$ cat config.mk
export PLATFORM = sky130hd
export DESIGN_NAME = operand_stage
export DESIGN_NICKNAME = d
export VERILOG_FILES = /design/src/rtl/riscv_pkg.sv /design/src/rtl/operand_bypass.sv /design/src/rtl/operand_stage.sv
export SDC_FILE = /design/constraint.sdc
export NUM_CORES = 1
export LEC_CHECK = 0
export CELL_PAD_IN_SITES_DETAIL_PLACEMENT = 1
export CELL_PAD_IN_SITES_GLOBAL_PLACEMENT = 1
export CORE_ASPECT_RATIO = 1.25
export CORE_MARGIN = 1.5
export CORE_UTILIZATION = 27
export DETAILED_ROUTE_END_ITERATION = 10
export PLACE_DENSITY = 0.84
export SYNTH_ARGS = -nofsm -noshare
export SYNTH_HDL_FRONTEND = slang
export SYNTH_SLANG_ARGS = --single-unit
$ cat constraint.sdc
create_clock -name clk -period 1.77 [get_ports clk]
set_input_delay 0.354 -clock clk [delete_from_list [all_inputs] [get_ports clk]]
set_output_delay 0.354 -clock clk [all_outputs]
set_load 0.03 [all_outputs]
$ cat src/rtl/riscv_pkg.sv
// Shared constants and types for the integer pipeline: datapath widths,
// ALU operation encodings and the ID/EX operand bundle layout.
package riscv_pkg;

    localparam int XLEN = 32;
    localparam int RA_W = 5;
    localparam int OP_W = 4;

    localparam logic [OP_W-1:0] ALU_ADD  = 4'd0;
    localparam logic [OP_W-1:0] ALU_SUB  = 4'd1;
    localparam logic [OP_W-1:0] ALU_AND  = 4'd2;
    localparam logic [OP_W-1:0] ALU_OR   = 4'd3;
    localparam logic [OP_W-1:0] ALU_XOR  = 4'd4;
    localparam logic [OP_W-1:0] ALU_SLL  = 4'd5;
    localparam logic [OP_W-1:0] ALU_SRL  = 4'd6;
    localparam logic [OP_W-1:0] ALU_SRA  = 4'd7;
    localparam logic [OP_W-1:0] ALU_SLT  = 4'd8;
    localparam logic [OP_W-1:0] ALU_SLTU = 4'd9;

    typedef struct packed {
        logic [XLEN-1:0] pc;
        logic [XLEN-1:0] op1;
        logic [XLEN-1:0] op2;
        logic [XLEN-1:0] imm;
        logic [RA_W-1:0] rd;
        logic            reg_write;
        logic            mem_read;
        logic [OP_W-1:0] alu_op;
    } operand_bundle_t;

    localparam int BUNDLE_W = $bits(operand_bundle_t);

endpackage

$ cat src/rtl/operand_bypass.sv
// Per-operand source select: x0 reads as zero, then EX result, then the
// in-flight WB write, and finally the register file.
module operand_bypass
    import riscv_pkg::*;
(
    input  logic [RA_W-1:0] idx,
    input  logic [XLEN-1:0] rf_data,
    input  logic [RA_W-1:0] ex_rd,
    input  logic            ex_reg_write,
    input  logic            ex_mem_read,
    input  logic [XLEN-1:0] ex_result,
    input  logic [RA_W-1:0] wb_rd,
    input  logic            wb_reg_write,
    input  logic [XLEN-1:0] wb_data,
    output logic [XLEN-1:0] operand
);

    // A load in EX has no data yet, so it never forwards; the stall covers it.
    always_comb begin
        operand = rf_data;
        if (idx == '0) begin
            operand = '0;
        end else if (ex_reg_write && !ex_mem_read && (ex_rd == idx)) begin
            operand = ex_result;
        end else if (wb_reg_write && (wb_rd == idx)) begin
            operand = wb_data;
        end
    end

endmodule

$ cat src/rtl/operand_stage.sv
// ID/EX boundary: register-file read addressing, EX/WB bypass, load-use
// stall and a ready/valid registered operand bundle for execute.
module operand_stage
    import riscv_pkg::*;
(
    input  logic            clk,
    input  logic            rst_n,
    input  logic            in_valid,
    output logic            in_ready,
    input  logic [XLEN-1:0] in_pc,
    input  logic [RA_W-1:0] in_rs1,
    input  logic [RA_W-1:0] in_rs2,
    input  logic            in_use_rs1,
    input  logic            in_use_rs2,
    input  logic [RA_W-1:0] in_rd,
    input  logic            in_reg_write,
    input  logic            in_mem_read,
    input  logic [XLEN-1:0] in_imm,
    input  logic [OP_W-1:0] in_alu_op,
    output logic [RA_W-1:0] rf_rs1,
    output logic [RA_W-1:0] rf_rs2,
    input  logic [XLEN-1:0] rf_data1,
    input  logic [XLEN-1:0] rf_data2,
    input  logic [RA_W-1:0] ex_rd,
    input  logic            ex_reg_write,
    input  logic            ex_mem_read,
    input  logic [XLEN-1:0] ex_result,
    input  logic [RA_W-1:0] wb_rd,
    input  logic            wb_reg_write,
    input  logic [XLEN-1:0] wb_data,
    input  logic            flush,
    output logic            out_valid,
    input  logic            out_ready,
    output logic [XLEN-1:0] out_pc,
    output logic [XLEN-1:0] out_op1,
    output logic [XLEN-1:0] out_op2,
    output logic [XLEN-1:0] out_imm,
    output logic [RA_W-1:0] out_rd,
    output logic            out_reg_write,
    output logic            out_mem_read,
    output logic [OP_W-1:0] out_alu_op
);

    logic [XLEN-1:0] fwd_op1;
    logic [XLEN-1:0] fwd_op2;
    logic            load_use;
    logic            adv;
    logic            valid_q;
    operand_bundle_t bundle_q;

    assign rf_rs1 = in_rs1;
    assign rf_rs2 = in_rs2;

    operand_bypass u_bypass_op1 (
        .idx          (in_rs1),
        .rf_data      (rf_data1),
        .ex_rd        (ex_rd),
        .ex_reg_write (ex_reg_write),
        .ex_mem_read  (ex_mem_read),
        .ex_result    (ex_result),
        .wb_rd        (wb_rd),
        .wb_reg_write (wb_reg_write),
        .wb_data      (wb_data),
        .operand      (fwd_op1)
    );

    operand_bypass u_bypass_op2 (
        .idx          (in_rs2),
        .rf_data      (rf_data2),
        .ex_rd        (ex_rd),
        .ex_reg_write (ex_reg_write),
        .ex_mem_read  (ex_mem_read),
        .ex_result    (ex_result),
        .wb_rd        (wb_rd),
        .wb_reg_write (wb_reg_write),
        .wb_data      (wb_data),
        .operand      (fwd_op2)
    );

    // Only sources the instruction actually reads can trigger the stall.
    assign load_use = in_valid && ex_reg_write && ex_mem_read && (ex_rd != '0) &&
                      ((in_use_rs1 && (ex_rd == in_rs1)) ||
                       (in_use_rs2 && (ex_rd == in_rs2)));

    assign adv      = !valid_q || out_ready;
    assign in_ready = flush || (adv && !load_use);

    // Flush outranks everything; a held bundle keeps its fields untouched.
    always_ff @(posedge clk or negedge rst_n) begin
        if (!rst_n) begin
            valid_q  <= 1'b0;
            bundle_q <= '0;
        end else if (flush) begin
            valid_q <= 1'b0;
        end else if (adv && in_valid && !load_use) begin
            valid_q            <= 1'b1;
            bundle_q.pc        <= in_pc;
            bundle_q.op1       <= fwd_op1;
            bundle_q.op2       <= fwd_op2;
            bundle_q.imm       <= in_imm;
            bundle_q.rd        <= in_rd;
            bundle_q.reg_write <= in_reg_write;
            bundle_q.mem_read  <= in_mem_read;
            bundle_q.alu_op    <= in_alu_op;
        end else if (adv) begin
            valid_q <= 1'b0;
        end
    end

    assign out_valid     = valid_q;
    assign out_pc        = bundle_q.pc;
    assign out_op1       = bundle_q.op1;
    assign out_op2       = bundle_q.op2;
    assign out_imm       = bundle_q.imm;
    assign out_rd        = bundle_q.rd;
    assign out_reg_write = bundle_q.reg_write;
    assign out_mem_read  = bundle_q.mem_read;
    assign out_alu_op    = bundle_q.alu_op;

endmodule

==> impl_metrics.csv <==
group,metric,value,unit
pwr,power_frac_clock,0.283,
setup_path,critical_path_class,"in2reg",
pwr,total_power,12.81,mW
global_route,grt-busiest-layer,"met2",
sta,slew_at_the_pin_closest_to_its_max_slew_limit,0.4658,ns
synthesis,synthesis.yosys.warnings,0,
route,initialDrtViolationCount,339,
final_layout,stdcell_count,1494,
clock_tree,cts_max_level,4,
global_route,met2_usage,0.4795,
floorplan,core,0.02748,mm²
sta,final-max-slew-violation-count,0,
route,avgViaCountPerCell,5.337,
pwr,p_sw_frac,0.3603,
floorplan,io-pin-count,384,
sta,final-setup-viol-count,141,
sta,clock.fmax,428.4,MHz
synthesis,synth_sequential_area_ratio,0.4653,
placed_design,dpl_cell_area,0.01231,mm²
sta,setup-tns-final,-70.03,ns
pwr,pwr-share-comb,0.387,
floorplan,initial_utilization,0.2740,
final_layout,area.sequential,0.003503,mm²
global_route,global_route.usage.total,0.2661,
synthesis,netlist_top_cells_area,"sky130_fd_sc_hd__dfrtp_1, sky130_fd_sc_hd__mux2_1, sky130_fd_sc_hd__o31ai_1, sky130_fd_sc_hd__mux2_2, sky130_fd_sc_hd__a31oi_1",
route,vias,7973,
sta,min_period_over_period,1.319,
synthesis,synthesis.instances,694,
synthesis,yosys_most_used_dff,"sky130_fd_sc_hd__dfrtp_1",
floorplan,die-area,0.02891,mm²
clock_tree,clock_tree_from_tritoncts,"built",
outcome,run_status,"complete, but fails checks",
sta,setup_repair_after_global_routing_missed_its_margin,"true",
global_route,met3_usage,0.05490,
setup_path,timing.critical_path.from_type,"input pin",
final_layout,num-fill-cells,2932,
sta,worst_slack,-0.5641,ns
floorplan,die_x,152.4,µm
final_layout,final_layout_size_suffix_gt1_frac,0.2807,
route,wl_per_cell,26.41,µm
final_layout,layout-area-overhead-vs-synth,84.83,%
setup_path,critPathRequiredTime,2.08,ns
clock_tree,clk_transition_reported_paths,0.06,ns
setup_path,cp-end-kind,"flop",
pwr,power_frac_seq,0.329,
route,final_wirelength,39460,µm
placed_design,pre_cts_setup_slack,-1.214,ns
clock_tree,clockRootBuffer,"sky130_fd_sc_hd__clkbuf_16",
final_layout,stdcell_area,0.01392,mm²
pwr,switching_power,4.616,mW
clock_tree,numClockSinks,140,
floorplan,core.rowCount,68,
final_layout,finalCoreUtilization,0.5064,
synthesis,syn_area,0.007530,mm²
pwr,power_density,920.5,mW/mm²
synthesis,postSynth.asyncResetShare,1.000,
synthesis,synth-edff-count,0,
setup_path,crit_arrival,2.65,ns
placed_design,portBuffers,383,
pwr,worst_ir_drop_vdd,0.5255,mV
run,cap_viol_max_count,0,
setup_path,worst-path-max-fanout,8,
worst_hold_path,timing.hold.worst.class,"in2async",
route,drc,0,
placed_design,place.detailed.hpwl,26320,µm
pwr,static-leakage-power,6.019,nW
sta,skew,0.01171,ns
floorplan,die_h,189.7,µm
synthesis,synth_top_area_frac,0.4653,
route,postRouteAntennaNets,0,
global_route,grt_start_max_net_pins,65,
final_layout,final_cell_mix,"sky130_fd_sc_hd__clkdlybuf4s50_1, sky130_fd_sc_hd__dlygate4sd2_1, sky130_fd_sc_hd__dfrtp_1",
pwr,cell_internal_pwr,8.195,mW
global_route,grt_overflow,0,
route,first_pass_iters,6,
synthesis,synth_area_per_cell,10.85,µm²
synthesis,netlist.top_cell.by_area,"sky130_fd_sc_hd__dfrtp_1",
synthesis,synthesis.nets,927,
placed_design,placer_s_final_routability_congestion_estimate,0.8703,
global_route,grt_pass1_vias,8985,
sta,final.hold.worst_slack,0.4113,ns
final_layout,multiInputGateArea,0.004339,mm²
synthesis,synthDistinctLibCells,30,
outcome,violations_in_the_final_reports,"negative setup slack",
global_route,groute.layer.met1.usage,0.3008,
sta,final-hold-violation-count,0,
global_route,grt_pass1_wl,57730,µm
clock_tree,cts-root-to-sink-buffers,2,
clock_tree,tritoncts.num_buffers,17,
sta,timing.final.crit_period,2.334,ns
clock_tree,worstSkewPairLatency,0.44,ns
sta,slew_headroom,0.6871,
final_layout,nNetsFinal,1360,
global_route,antenna_violations_before_repair,3,
final_layout,final_common_cell,"sky130_fd_sc_hd__clkdlybuf4s50_1",
synthesis,synth-seq-cells,140,
placed_design,post-place-cells,1429,
flip-flops by register name, indices dropped and copies added (netlist names):
signal,count
out_alu_op,4
out_imm,32
out_mem_read,1
out_op1,32
out_op2,32
out_pc,32
out_rd,5
out_reg_write,1
out_valid,1
logic make-up after synthesis:
family | share of synthesized area
flip-flops | 0.4653
AND/OR/NAND/NOR | 0.08541
multiplexers | 0.2074
XOR/XNOR | 0.02326
AO/OA/AOI/OAI | 0.1662
buffers and inverters | 0.05251
power groups by stage:
stage	logic (mW)	clock network [mW]	registers, mW
floorplan	0.932	0	5.36
global placement	4.53	0	4.18
detailed placement	4.63	0	4.23
CTS	4.82	3.66	4.19
global route	5.15	3.79	4.28
finish	4.96	3.63	4.22
area by class of cell:
| cell class | instances | share of cell area |
|---|---|---|
| Multi-Input combinational cell | 471 | 0.3118 |
| Timing Repair Buffer | 493 | 0.3620 |
| Tap cell | 350 | 0.03147 |
| Antenna cell | 4 | 0.0007192 |
| Inverter | 4 | 0.001079 |
| Clock buffer | 23 | 0.03506 |
| Clock inverter | 9 | 0.006113 |
| Sequential cell | 140 | 0.2517 |
per-layer routing:
layer,vias to the layer above,share of wire
li1,3457,-
met1,4010,0.38
met2,417,0.52
met3,89,0.059
met4,0,0.038
met5,-,0
cells in the mapped netlist (2+ instances only):
library cell / n
sky130_fd_sc_hd__or2_2: 2
sky130_fd_sc_hd__dfrtp_1: 140
sky130_fd_sc_hd__nand4_1: 2
sky130_fd_sc_hd__or3_1: 61
sky130_fd_sc_hd__xor2_1: 2
sky130_fd_sc_hd__nand2_1: 35
sky130_fd_sc_hd__o31ai_1: 62
sky130_fd_sc_hd__nand3_1: 5
sky130_fd_sc_hd__nor2_1: 2
sky130_fd_sc_hd__inv_1: 4
sky130_fd_sc_hd__o21bai_1: 2
sky130_fd_sc_hd__clkbuf_1: 54
sky130_fd_sc_hd__o32ai_1: 3
sky130_fd_sc_hd__nand2b_1: 3
sky130_fd_sc_hd__o21a_1: 3
sky130_fd_sc_hd__mux2_1: 96
sky130_fd_sc_hd__buf_4: 21
sky130_fd_sc_hd__mux2i_1: 3
sky130_fd_sc_hd__o21ai_0: 61
sky130_fd_sc_hd__xnor2_1: 18
sky130_fd_sc_hd__o221ai_1: 3
sky130_fd_sc_hd__buf_2: 4
sky130_fd_sc_hd__nor3_1: 2
sky130_fd_sc_hd__a31oi_1: 61
sky130_fd_sc_hd__mux2_2: 40
critical path, cell delays in order:
cell and delay [ns]:
sky130_fd_sc_hd__buf_6 0.09, sky130_fd_sc_hd__or4_4 0.54, sky130_fd_sc_hd__o2111ai_4 0.29, sky130_fd_sc_hd__o31ai_4 0.11, sky130_fd_sc_hd__nor4b_4 0.32, sky130_fd_sc_hd__buf_6 0.16, sky130_fd_sc_hd__buf_6 0.11, sky130_fd_sc_hd__buf_12 0.15
sky130_fd_sc_hd__clkbuf_16 0.17, sky130_fd_sc_hd__mux2_2 0.32
timing repair:
item / CTS / global route
hold endpoints to repair: 32 / 0
pin swaps: 12 / 6
hold buffers: 1 / 0
gates cloned: 7 / 2
gates resized for setup: 338 / 34
setup endpoints to repair: 279 / 141
setup buffers: 15 / 4
final timing paths:
kind | startpoint | to | slack [ns] | cells after the start
setup / recovery | ex_rd[3] | out_op1[28]$_DFFE_PN0P_ | -0.56 | 10
hold reg to reg | out_imm[0]$_DFFE_PN0P_ | out_imm[0]$_DFFE_PN0P_ | 0.51 | 1
min in group clk | out_imm[0]$_DFFE_PN0P_ | out_imm[0]$_DFFE_PN0P_ | 0.51 | 1
setup reg to reg | out_valid$_DFFE_PN0P_ | out_op1[28]$_DFFE_PN0P_ | -0.29 | 8
max in group asynchronous | rst_n | out_op1[5]$_DFFE_PN0P_ | 0.73 | 3
hold / removal | rst_n | out_imm[20]$_DFFE_PN0P_ | 0.41 | 2
(Power assumes the default switching activity.)
